[src/rtl/cp0_timer_intc_if.sv]
// mtc0/mfc0 access bus shared between the CP0 register file (master) and the
// Count/Compare timer block (slave). Addresses are {rd[4:0], sel[2:0]}.
interface cp0_timer_intc_if;
    logic        wr_en;
    logic [7:0]  wr_addr;
    logic [31:0] wr_data;
    logic [7:0]  rd_addr;
    logic [31:0] rd_data;

    modport master (
        output wr_en, wr_addr, wr_data, rd_addr,
        input  rd_data
    );

    modport slave (
        input  wr_en, wr_addr, wr_data, rd_addr,
        output rd_data
    );
endinterface

[src/rtl/cp0_timer_intc.sv]
// CP0 Count/Compare timer and interrupt controller with synchronised external lines.
// Optional CP0_TIMER_GATE_EN adds a count_stop input that freezes the prescaler and Count.
module cp0_timer_intc #(
    parameter int unsigned NUM_CMP     = 1,
    parameter int unsigned CNT_DIV     = 2,
    parameter int unsigned EXT_INT_W   = 6,
    parameter int unsigned SYNC_STAGES = 2
) (
    input  logic                 clk,
    input  logic                 resetn,
`ifdef CP0_TIMER_GATE_EN
    input  logic                 count_stop,
`endif
    cp0_timer_intc_if.slave      bus,
    input  logic [EXT_INT_W-1:0] ext_int,
    input  logic [1:0]           sw_ip,
    input  logic                 status_ie,
    input  logic                 status_exl,
    input  logic                 status_erl,
    input  logic [7:0]           status_im,
    output logic [7:0]           cause_ip,
    output logic                 cause_ti,
    output logic [NUM_CMP-1:0]   ti_vec,
    output logic                 int_req,
    output logic [31:0]          count_out
);

    localparam logic [7:0] ADDR_COUNT = {5'd9, 3'd0};
    localparam logic [7:0] ADDR_CMP   = {5'd11, 3'd0};
    localparam logic [7:0] ADDR_CAUSE = {5'd13, 3'd0};
    localparam logic [3:0] DIV_LAST   = 4'(CNT_DIV - 1);

    logic                 stop;
    logic [3:0]           presc_q;
    logic [31:0]          count_q;
    logic [31:0]          cmp_q [NUM_CMP];
    logic [NUM_CMP-1:0]   ti_q;
    logic [NUM_CMP-1:0]   ti_d;
    logic [NUM_CMP-1:0]   cmp_wr;
    logic                 count_wr;
    logic                 tick;
    logic [EXT_INT_W-1:0] sync_q [SYNC_STAGES];
    logic [5:0]           ext_full;
    logic [5:0]           ip_q;
    logic [5:0]           ip_d;

`ifdef CP0_TIMER_GATE_EN
    assign stop = count_stop;
`else
    assign stop = 1'b0;
`endif

    assign count_wr = bus.wr_en && (bus.wr_addr == ADDR_COUNT);
    assign tick     = !stop && (presc_q == DIV_LAST);

    // Clear-on-write beats a same-cycle match so software never sees a stale TI.
    always_comb begin
        cmp_wr = '0;
        ti_d   = '0;
        for (int unsigned k = 0; k < NUM_CMP; k++) begin
            cmp_wr[k] = bus.wr_en && (bus.wr_addr == (ADDR_CMP | 8'(k)));
            ti_d[k]   = cmp_wr[k] ? 1'b0 : (ti_q[k] | (count_q == cmp_q[k]));
        end
    end

    always_ff @(posedge clk) begin
        if (!resetn) begin
            presc_q <= '0;
            count_q <= '0;
            ti_q    <= '0;
            for (int unsigned k = 0; k < NUM_CMP; k++) begin
                cmp_q[k] <= '1;
            end
        end else begin
            if (count_wr) begin
                presc_q <= '0;
                count_q <= bus.wr_data;
            end else if (!stop) begin
                presc_q <= tick ? 4'd0 : presc_q + 4'd1;
                if (tick) begin
                    count_q <= count_q + 32'd1;
                end
            end
            for (int unsigned k = 0; k < NUM_CMP; k++) begin
                if (cmp_wr[k]) begin
                    cmp_q[k] <= bus.wr_data;
                end
            end
            ti_q <= ti_d;
        end
    end

    always_ff @(posedge clk) begin
        if (!resetn) begin
            for (int unsigned s = 0; s < SYNC_STAGES; s++) begin
                sync_q[s] <= '0;
            end
            ip_q <= '0;
        end else begin
            sync_q[0] <= ext_int;
            for (int unsigned s = 1; s < SYNC_STAGES; s++) begin
                sync_q[s] <= sync_q[s-1];
            end
            ip_q <= ip_d;
        end
    end

    // Lines above EXT_INT_W read as 0; IP7 also carries the timer interrupt.
    always_comb begin
        ext_full = 6'(sync_q[SYNC_STAGES-1]);
        ip_d     = {ext_full[5] | cause_ti, ext_full[4:0]};
    end

    assign cause_ti  = |ti_q;
    assign ti_vec    = ti_q;
    assign cause_ip  = {ip_q, sw_ip};
    assign count_out = count_q;
    assign int_req   = status_ie & ~status_exl & ~status_erl & (|(cause_ip & status_im));

    always_comb begin
        bus.rd_data = '0;
        if (bus.rd_addr == ADDR_COUNT) begin
            bus.rd_data = count_q;
        end
        if (bus.rd_addr == ADDR_CAUSE) begin
            bus.rd_data = {cause_ti, 1'b0, 14'b0, cause_ip, 8'b0};
        end
        for (int unsigned k = 0; k < NUM_CMP; k++) begin
            if (bus.rd_addr == (ADDR_CMP | 8'(k))) begin
                bus.rd_data = cmp_q[k];
            end
        end
    end

endmodule

[src/flat_wrapper.sv]
// flat-port wrapper written by rule: the top's interface ports become plain ports
module cp0_timer_intc_flat 
#(
    parameter int unsigned NUM_CMP     = 1,
    parameter int unsigned CNT_DIV     = 2,
    parameter int unsigned EXT_INT_W   = 6,
    parameter int unsigned SYNC_STAGES = 2
)
  (clk, resetn, ext_int, sw_ip, status_ie, status_exl, status_erl, status_im, cause_ip, cause_ti, ti_vec, int_req, count_out, bus_wr_en, bus_wr_addr, bus_wr_data, bus_rd_addr, bus_rd_data);
  cp0_timer_intc_if bus_i ();
  input  logic clk;
  input  logic resetn;
  input  logic [EXT_INT_W-1:0] ext_int;
  input  logic [1:0] sw_ip;
  input  logic status_ie;
  input  logic status_exl;
  input  logic status_erl;
  input  logic [7:0] status_im;
  output logic [7:0] cause_ip;
  output logic cause_ti;
  output logic [NUM_CMP-1:0] ti_vec;
  output logic int_req;
  output logic [31:0] count_out;
  input wire logic [$bits(bus_i.wr_en)-1:0] bus_wr_en;
  input wire logic [$bits(bus_i.wr_addr)-1:0] bus_wr_addr;
  input wire logic [$bits(bus_i.wr_data)-1:0] bus_wr_data;
  input wire logic [$bits(bus_i.rd_addr)-1:0] bus_rd_addr;
  output wire logic [$bits(bus_i.rd_data)-1:0] bus_rd_data;
  assign bus_i.wr_en = bus_wr_en;
  assign bus_i.wr_addr = bus_wr_addr;
  assign bus_i.wr_data = bus_wr_data;
  assign bus_i.rd_addr = bus_rd_addr;
  assign bus_rd_data = bus_i.rd_data;
  cp0_timer_intc #(.NUM_CMP(NUM_CMP), .CNT_DIV(CNT_DIV), .EXT_INT_W(EXT_INT_W), .SYNC_STAGES(SYNC_STAGES)) u_core (.clk(clk), .resetn(resetn), .bus(bus_i), .ext_int(ext_int), .sw_ip(sw_ip), .status_ie(status_ie), .status_exl(status_exl), .status_erl(status_erl), .status_im(status_im), .cause_ip(cause_ip), .cause_ti(cause_ti), .ti_vec(ti_vec), .int_req(int_req), .count_out(count_out));
endmodule
[config.mk]
export PLATFORM = sky130hd
export DESIGN_NAME = cp0_timer_intc_flat
export DESIGN_NICKNAME = d
export VERILOG_FILES = /design/src/rtl/cp0_timer_intc_if.sv /design/src/rtl/cp0_timer_intc.sv /design/src/flat_wrapper.sv
export SDC_FILE = /design/constraint.sdc
export NUM_CORES = 1
export LEC_CHECK = 0
export ABC_AREA = 1
export ABC_CLOCK_PERIOD_IN_PS = 2300
export BUFFER_PORTS_ARGS = -buffer_cell sky130_fd_sc_hd__buf_2
export CAP_MARGIN = 30
export CORE_MARGIN = 1.5
export CORE_UTILIZATION = 53
export DETAILED_ROUTE_END_ITERATION = 10
export GPL_TIMING_DRIVEN = 0
export MAX_ROUTING_LAYER = met4
export PLACE_DENSITY = 0.81
export SLEW_MARGIN = 20
export SYNTH_ARGS = -nofsm -noshare
export SYNTH_HDL_FRONTEND = slang
export SYNTH_SLANG_ARGS = --single-unit
export TNS_END_PERCENT = 5
[constraint.sdc]
create_clock -name clk -period 2.3 [get_ports clk]
set_input_delay 0.46 -clock clk [delete_from_list [all_inputs] [get_ports clk]]
set_output_delay 0.46 -clock clk [all_outputs]
set_load 0.005 [all_outputs]
==> run metrics, run 1 <==
layout cell share with drive strength beyond 1 0.219; Post-CTS Hold Fix Bufs 0; Slowest cell on crit path buf_2; GRT Residual Overflow 0; most frequent cell on the critical path buf_2; CTS Sinks 87; met2 routed WL 7170 um; main flop type after synthesis dfxtp_1; power consumption 3.12 mW; leading area contributor after synthesis dfxtp_1; Synthesized Nets 870; initial antenna violation count 0; mean post-synth cell area 6.70 sq um; first-pass GRT wire length 23,400 um; Worst Skew 0.0123 ns; minimum clock period 2.26 ns; worst-path cell chain buf_2, inv_1, nand2_1, nor2_4, nand3_2, buf_2, o22ai_1, buf_2; hold path cells 3; Iteration-0 DRC Markers 465; Skew-Pair Late Insertion Delay 0.37 ns; Placed Cells 1,075; hpwl dp 11,600 um; vias in the first global route 4,858; CP endpoint kind output port; Cell Area, Synth 5340 sq um; Starting Density 0.546; DR pass1 iterations 6; Worst-Margin Slew 0.720 ns; fin crit share 0.984; Setup Total Neg Slack 0 ns; commonest non-fill, non-tap cells in the layout nand2_1 (255), buf_2 (157), inv_1 (131), nor2_1 (83), dfxtp_1 (55); Setup crit start kind input port; Final Hold Viols 0; RePlAce Congestion 1.00; via count 5,553; number of synthesized register bits 87; htree depth 3; IO Port Bufs 144; Chip Height 103 um; Final Non-Filler Cells 1,093; largest net degree at the start of global routing 24; Max rail drop VDD 395 uV; CP Max Fanout 10; Leak 3.20 nW; Synth warnings 0; fraction of registers with async set/reset 0; CP peak stage delay 0.26 ns; Num CTS Buffers 9; Core Region 9770 sq um; met3 wire len 1410 um; clk slew on worst S/H paths 0.09 ns; nets 1,028; # setup viols final 0; WS Path Type in -> out; worst path arrival time 1.80 ns; Ports 145; TritonCTS clock tree done; Max Root-Sink Buffers 2; pwr dens 480 nW/um^2; all-layer global routing usage 0.299; Hold Crit Class in -> reg; clock root buffer clkbuf_8; Vias/cell 5.08; commonest non-fill, non-tap cell in the layout nand2_1; unrepaired setup endpoints after global routing yes; Top Layer Used met4; run status finished, final reports clean; P&R area growth vs syn 21.5%; Std-Cell Rows 36; DRC viols 0; sequential-to-total area share from yosys stat 0.386; Die W 103 um; Final ANT Viol Nets 0; WP data required 1.84 ns; Diodes inserted 0; mean routed wirelength per cell 14.1 um; Rel. slew slack 0.516; Max-Cap Viols 0; Die ar. 10,700 sq um; Synth area leaders dfxtp_1 (21%), edfxtp_1 (18%), nand2_1 (18%); Final Max Slew Viols 0; max frequency 442 MHz; post-synth top area share 0.206; WL final 15,400 um; Post-synth EDFFs 32; Filler cells 920; met1 WL 6400 um; Cells after Synth 797; Yosys cell types 36; depth of the most critical reg-to-reg path 8
[critical path, delay by kind of cell]
family,cells,cell delay (ns)
compound gates,1,0.20
buf+inv,4,0.54
simple gates,3,0.60
[registers in the layout (all words and copies together), names as in the netlist]
register and flops:
u_core.sync_q 12, u_core.count_out 32, u_core.presc_q 4, u_core.cmp_q 32
u_core.ip_q 6, u_core.cause_ti 1
[layer usage]
metal,vias to the layer above,global-route usage
met4,0,0.111
met3,36,0.0363
met1,2463,0.391
li1,2786,-
met2,268,0.477
met5,-,-
[kinds of logic (layout without fill, tap and decap cells)]
| logic type | count (synthesis) | count (layout) | share of synthesized area |
|---|---|---|---|
| and+or+nand+nor | 422 | 422 | 0.334 |
| buffers and inverters | 168 | 331 | 0.125 |
| DFF | 87 | 87 | 0.386 |
| AOI/OAI and AO/OA | 78 | 78 | 0.0832 |
| xor gates and xnor gates | 39 | 39 | 0.0640 |
| adders and majority gates | 3 | 3 | 0.00703 |
[power by group]
part	total, mW	switching (mW)	internal [mW]
logic	0.356	0.224	0.133
clock network	1.07	0.603	0.471
registers	1.69	0.0395	1.65
[stage by stage]
stage	setup slack (ns)	utilization	cell area (sq um)	hold slack, ns
finish	0.0369	0.664	6490	0.270
global route	-0.0518	0.664	6490	0.269
CTS	0.0369	0.660	6450	0.258
detailed placement	-0.0840	0.639	6250	0.401
global placement	-0.287	0.637	6220	0.392
floorplan	0.374	-	5340	0.390
[cell type report]
cell class,instances,area [sq um],share of cell area
tap,133,166,0.0257
inverter,134,507,0.0781
sequential,87,2060,0.318
clock buffer,10,149,0.0230
clock inverter,6,46.3,0.00714
multi-input combinational,542,2630,0.405
timing repair buffer,147,756,0.117
buffer,34,174,0.0268
[Yosys cell counts (all sizes together), types with 3 or more instances]
cell type and number:
a21oi 31, a31oi 5, buf 19, clkbuf 15
dfxtp 55, edfxtp 32, ha 3, inv 133
nand2 258, nand3 57, nand3b 3, nand4 6
nor2 93, o21ai 15, o22ai 23, xnor2 26
xor2 13
[repair_timing]
| item | in CTS | in global routing |
|---|---|---|
| pin swaps | 0 | 1 |
| resized for setup | 3 | 6 |
| buffers inserted | 0 | 2 |
| setup endpoints to repair | 20 | 27 |
[final timing paths]
path	startpoint	to	slack [ns]
hold / removal	ext_int[3]	u_core.sync_q[0][3]	0.27
setup / recovery	bus_rd_addr[7]	bus_rd_data[21]	0.04
hold reg to reg	u_core.sync_q[0][3]	u_core.sync_q[0][9]	0.42
setup reg to reg	u_core.count_out[1]	u_core.count_out[12]	0.50
Note: power is estimated with default switching activity, not from simulation.
==> inputs of run 2 (changes only) <==
--- a/config.mk
+++ b/config.mk
@@ -5,12 +5,12 @@
 export SDC_FILE = /design/constraint.sdc
 export NUM_CORES = 1
 export LEC_CHECK = 0
-export ABC_AREA = 1
 export ABC_CLOCK_PERIOD_IN_PS = 2300
 export BUFFER_PORTS_ARGS = -buffer_cell sky130_fd_sc_hd__buf_2
 export CAP_MARGIN = 30
+export CORE_ASPECT_RATIO = 1.5
 export CORE_MARGIN = 1.5
-export CORE_UTILIZATION = 53
+export CORE_UTILIZATION = 52
 export DETAILED_ROUTE_END_ITERATION = 10
 export GPL_TIMING_DRIVEN = 0
 export MAX_ROUTING_LAYER = met4
==> run 2 against run 1 <==
Compared with the run above: worst setup slack improved by 0.065 ns; synthesized area decreased by 12%; clock power increased by 38%; non-clock buffer count decreased by 2; critical path type unchanged.
==> run metrics, run 2 <==
WL final 13,400 um (-13%); top-count cell post-synth nor2_1; WP data required 1.84 ns (about the same); minimum clock period 2.20 ns (-0.0650 ns); Max-Cap Viols 0 (unchanged); TritonCTS clock tree done; Diodes inserted 0 (unchanged); worst setup margin 0.102 ns (+0.0650 ns); clk slew on worst S/H paths 0.06 ns (-0.03 ns); fraction of registers with async set/reset 0 (unchanged); Final Hold Viols 0 (unchanged); CP endpoint kind output port; Synthesized Nets 570 (-34%); Std-Cell Rows 42 (+17%); hpwl dp 9870 um (-15%); Skew-Pair Late Insertion Delay 0.35 ns (-0.02 ns); Die W 80.6 um (-22%); main flop type after synthesis dfxtp_1; Post-CTS Hold Fix Bufs 0 (unchanged); mean post-synth cell area 9.45 sq um (+41%); reg2reg start u_core.count_out[0]; Worst-Margin Slew 0.856 ns (+0.136 ns); area of the multi-input gates 2430 sq um (-7.6%); Hold Crit Class in -> reg; worst slack at placement -0.385 ns (-0.301 ns); Rel. slew slack 0.428 (-0.0880); Cell Area, Synth 4700 sq um (-12%); Critical Path Source bus_rd_addr[4]; CP Max Fanout 10 (unchanged); Iteration-0 DRC Markers 291 (-37%); WS Path Type in -> out; Final ANT Viol Nets 0 (unchanged); Synth area leaders dfxtp_1 (23%), edfxtp_1 (20%), xnor2_1 (10%); Max rail drop VDD 445 uV (+13%); IO Port Bufs 142 (-1.4%); Num CTS Buffers 9 (unchanged); htree depth 3 (unchanged); DRC viols 0 (unchanged); first-pass GRT wire length 20,600 um (-12%); mean routed wirelength per cell 17.5 um (+25%); Setup crit start kind input port; vias in the first global route 4,115 (-15%); Worst Skew 0.00672 ns (-0.00557 ns); Vias/cell 5.66 (+11%); Starting Density 0.535 (-0.0107); power consumption 3.51 mW (+13%); Die ar. 9630 sq um (-9.9%); largest net degree at the start of global routing 34 (+42%); run status finished, final reports clean; Ports 145 (unchanged); register area 2060 sq um (unchanged); min-delay src ext_int[2]; commonest non-fill, non-tap cells in the layout buf_2 (152), nor2_1 (62), xnor2_1 (56), dfxtp_1 (55), a21oi_1 (34); Hold Slack 0.320 ns (+0.0497 ns); DR pass1 iterations 5 (-1); Chip Height 119 um (+16%); layout cell share with drive strength beyond 1 0.344 (+0.125); Setup Total Neg Slack 0 ns (unchanged); commonest non-fill, non-tap cell in the layout buf_2; Filler cells 722 (-22%); Cells after Synth 497 (-38%); Leak 2.42 nW (-24%); RePlAce Congestion 0.887 (-12%); number of synthesized register bits 87 (unchanged); max frequency 455 MHz (+3.0%); all-layer global routing usage 0.296 (-0.00295); unrepaired setup endpoints after global routing no; sequential-to-total area share from yosys stat 0.439 (+0.0526); pwr dens 596 nW/um^2 (+24%); post-synth top area share 0.234 (+0.0281); Synth top cells by count nor2_1 (62), xnor2_1 (56), dfxtp_1 (55); Yosys cell types 39 (+8.3%); Max Root-Sink Buffers 2 (unchanged); nets 723 (-30%); via count 4,328 (-22%); Final Max Slew Viols 0 (unchanged); GRT Residual Overflow 0 (unchanged); fin crit share 0.956 (-0.0283); leading area contributor after synthesis dfxtp_1; CTS Sinks 87 (unchanged); Post-synth EDFFs 32 (unchanged); initial antenna violation count 0 (unchanged); Synth warnings 0 (unchanged); P&R area growth vs syn 25.4%; clock root buffer clkbuf_16; Final Non-Filler Cells 765 (-30%); Core Region 8780 sq um (-10%); worst path arrival time 1.74 ns (-0.06 ns); Placed Cells 749 (-30%); # setup viols final 0 (unchanged)
run 2: cell type report:
class,count,area share
sequential,87,0.350
buffer,36,0.0380
timing repair buffer,143,0.122
multi-input combinational,367,0.412
clock inverter,3,0.00701
inverter,6,0.00382
tap,110,0.0234
clock buffer,13,0.0442
run 2: what timing repair did:
item | 4_1_cts | 5_1_grt
pin swaps | 1 | 0
resized for setup | 11 | 3
buffers inserted | 1 | 0
endpoints found under the setup margin | 26 | 8
run 2: power breakdown:
part | leakage (nW) | switching (mW) | total, mW | internal (mW)
combinational | 1.50 | 0.172 | 0.325 | 0.153
clock | 0.150 | 0.581 | 1.48 | 0.900
sequential | 0.769 | 0.0516 | 1.70 | 1.65
total | 2.42 | 0.805 | 3.51 | 2.70
run 2: kinds of logic after synthesis:
group	after synthesis	synth area share
AOI/OAI and AO/OA	70	0.0810
xor gates and xnor gates	65	0.121
adders and majority gates	3	0.00799
buffers and inverters	43	0.0477
DFF	87	0.439
muxes	33	0.0703
and+or+nand+nor	196	0.233
run 2: path summary, 6_finish.rpt:
check,end,slack [ns],cells past startpoint
worst max-delay path,bus_rd_data[12],0.10,7
worst min-delay path,u_core.sync_q[0][2],0.32,2
worst max register to register,u_core.count_out[28],0.25,6
worst min register to register,u_core.ip_q[1],0.43,1
run 2: critical path, stage by stage:
cell	delay [ns]
clkbuf_1	0.31
buf_4	0.30
mux2i_1	0.28
nor2_1	0.08
a21oi_1	0.13
nor2_1	0.05
buf_2	0.12
run 2: per-stage QoR:
stage                util  area, sq um
global placement    0.632         5550
detailed placement  0.632         5550
CTS                 0.671         5890
global route        0.671         5890
finish              0.671         5890
floorplan               -         4700
run 2: routing by layer:
metal,up-vias,part of all wire,wire [um],GRT usage
li1,2028,-,-,-
met3,34,0.065,877,0.0460
met4,0,0.027,359,0.120
met2,197,0.53,7160,0.501
met5,-,0,0,-
met1,2069,0.37,5030,0.345
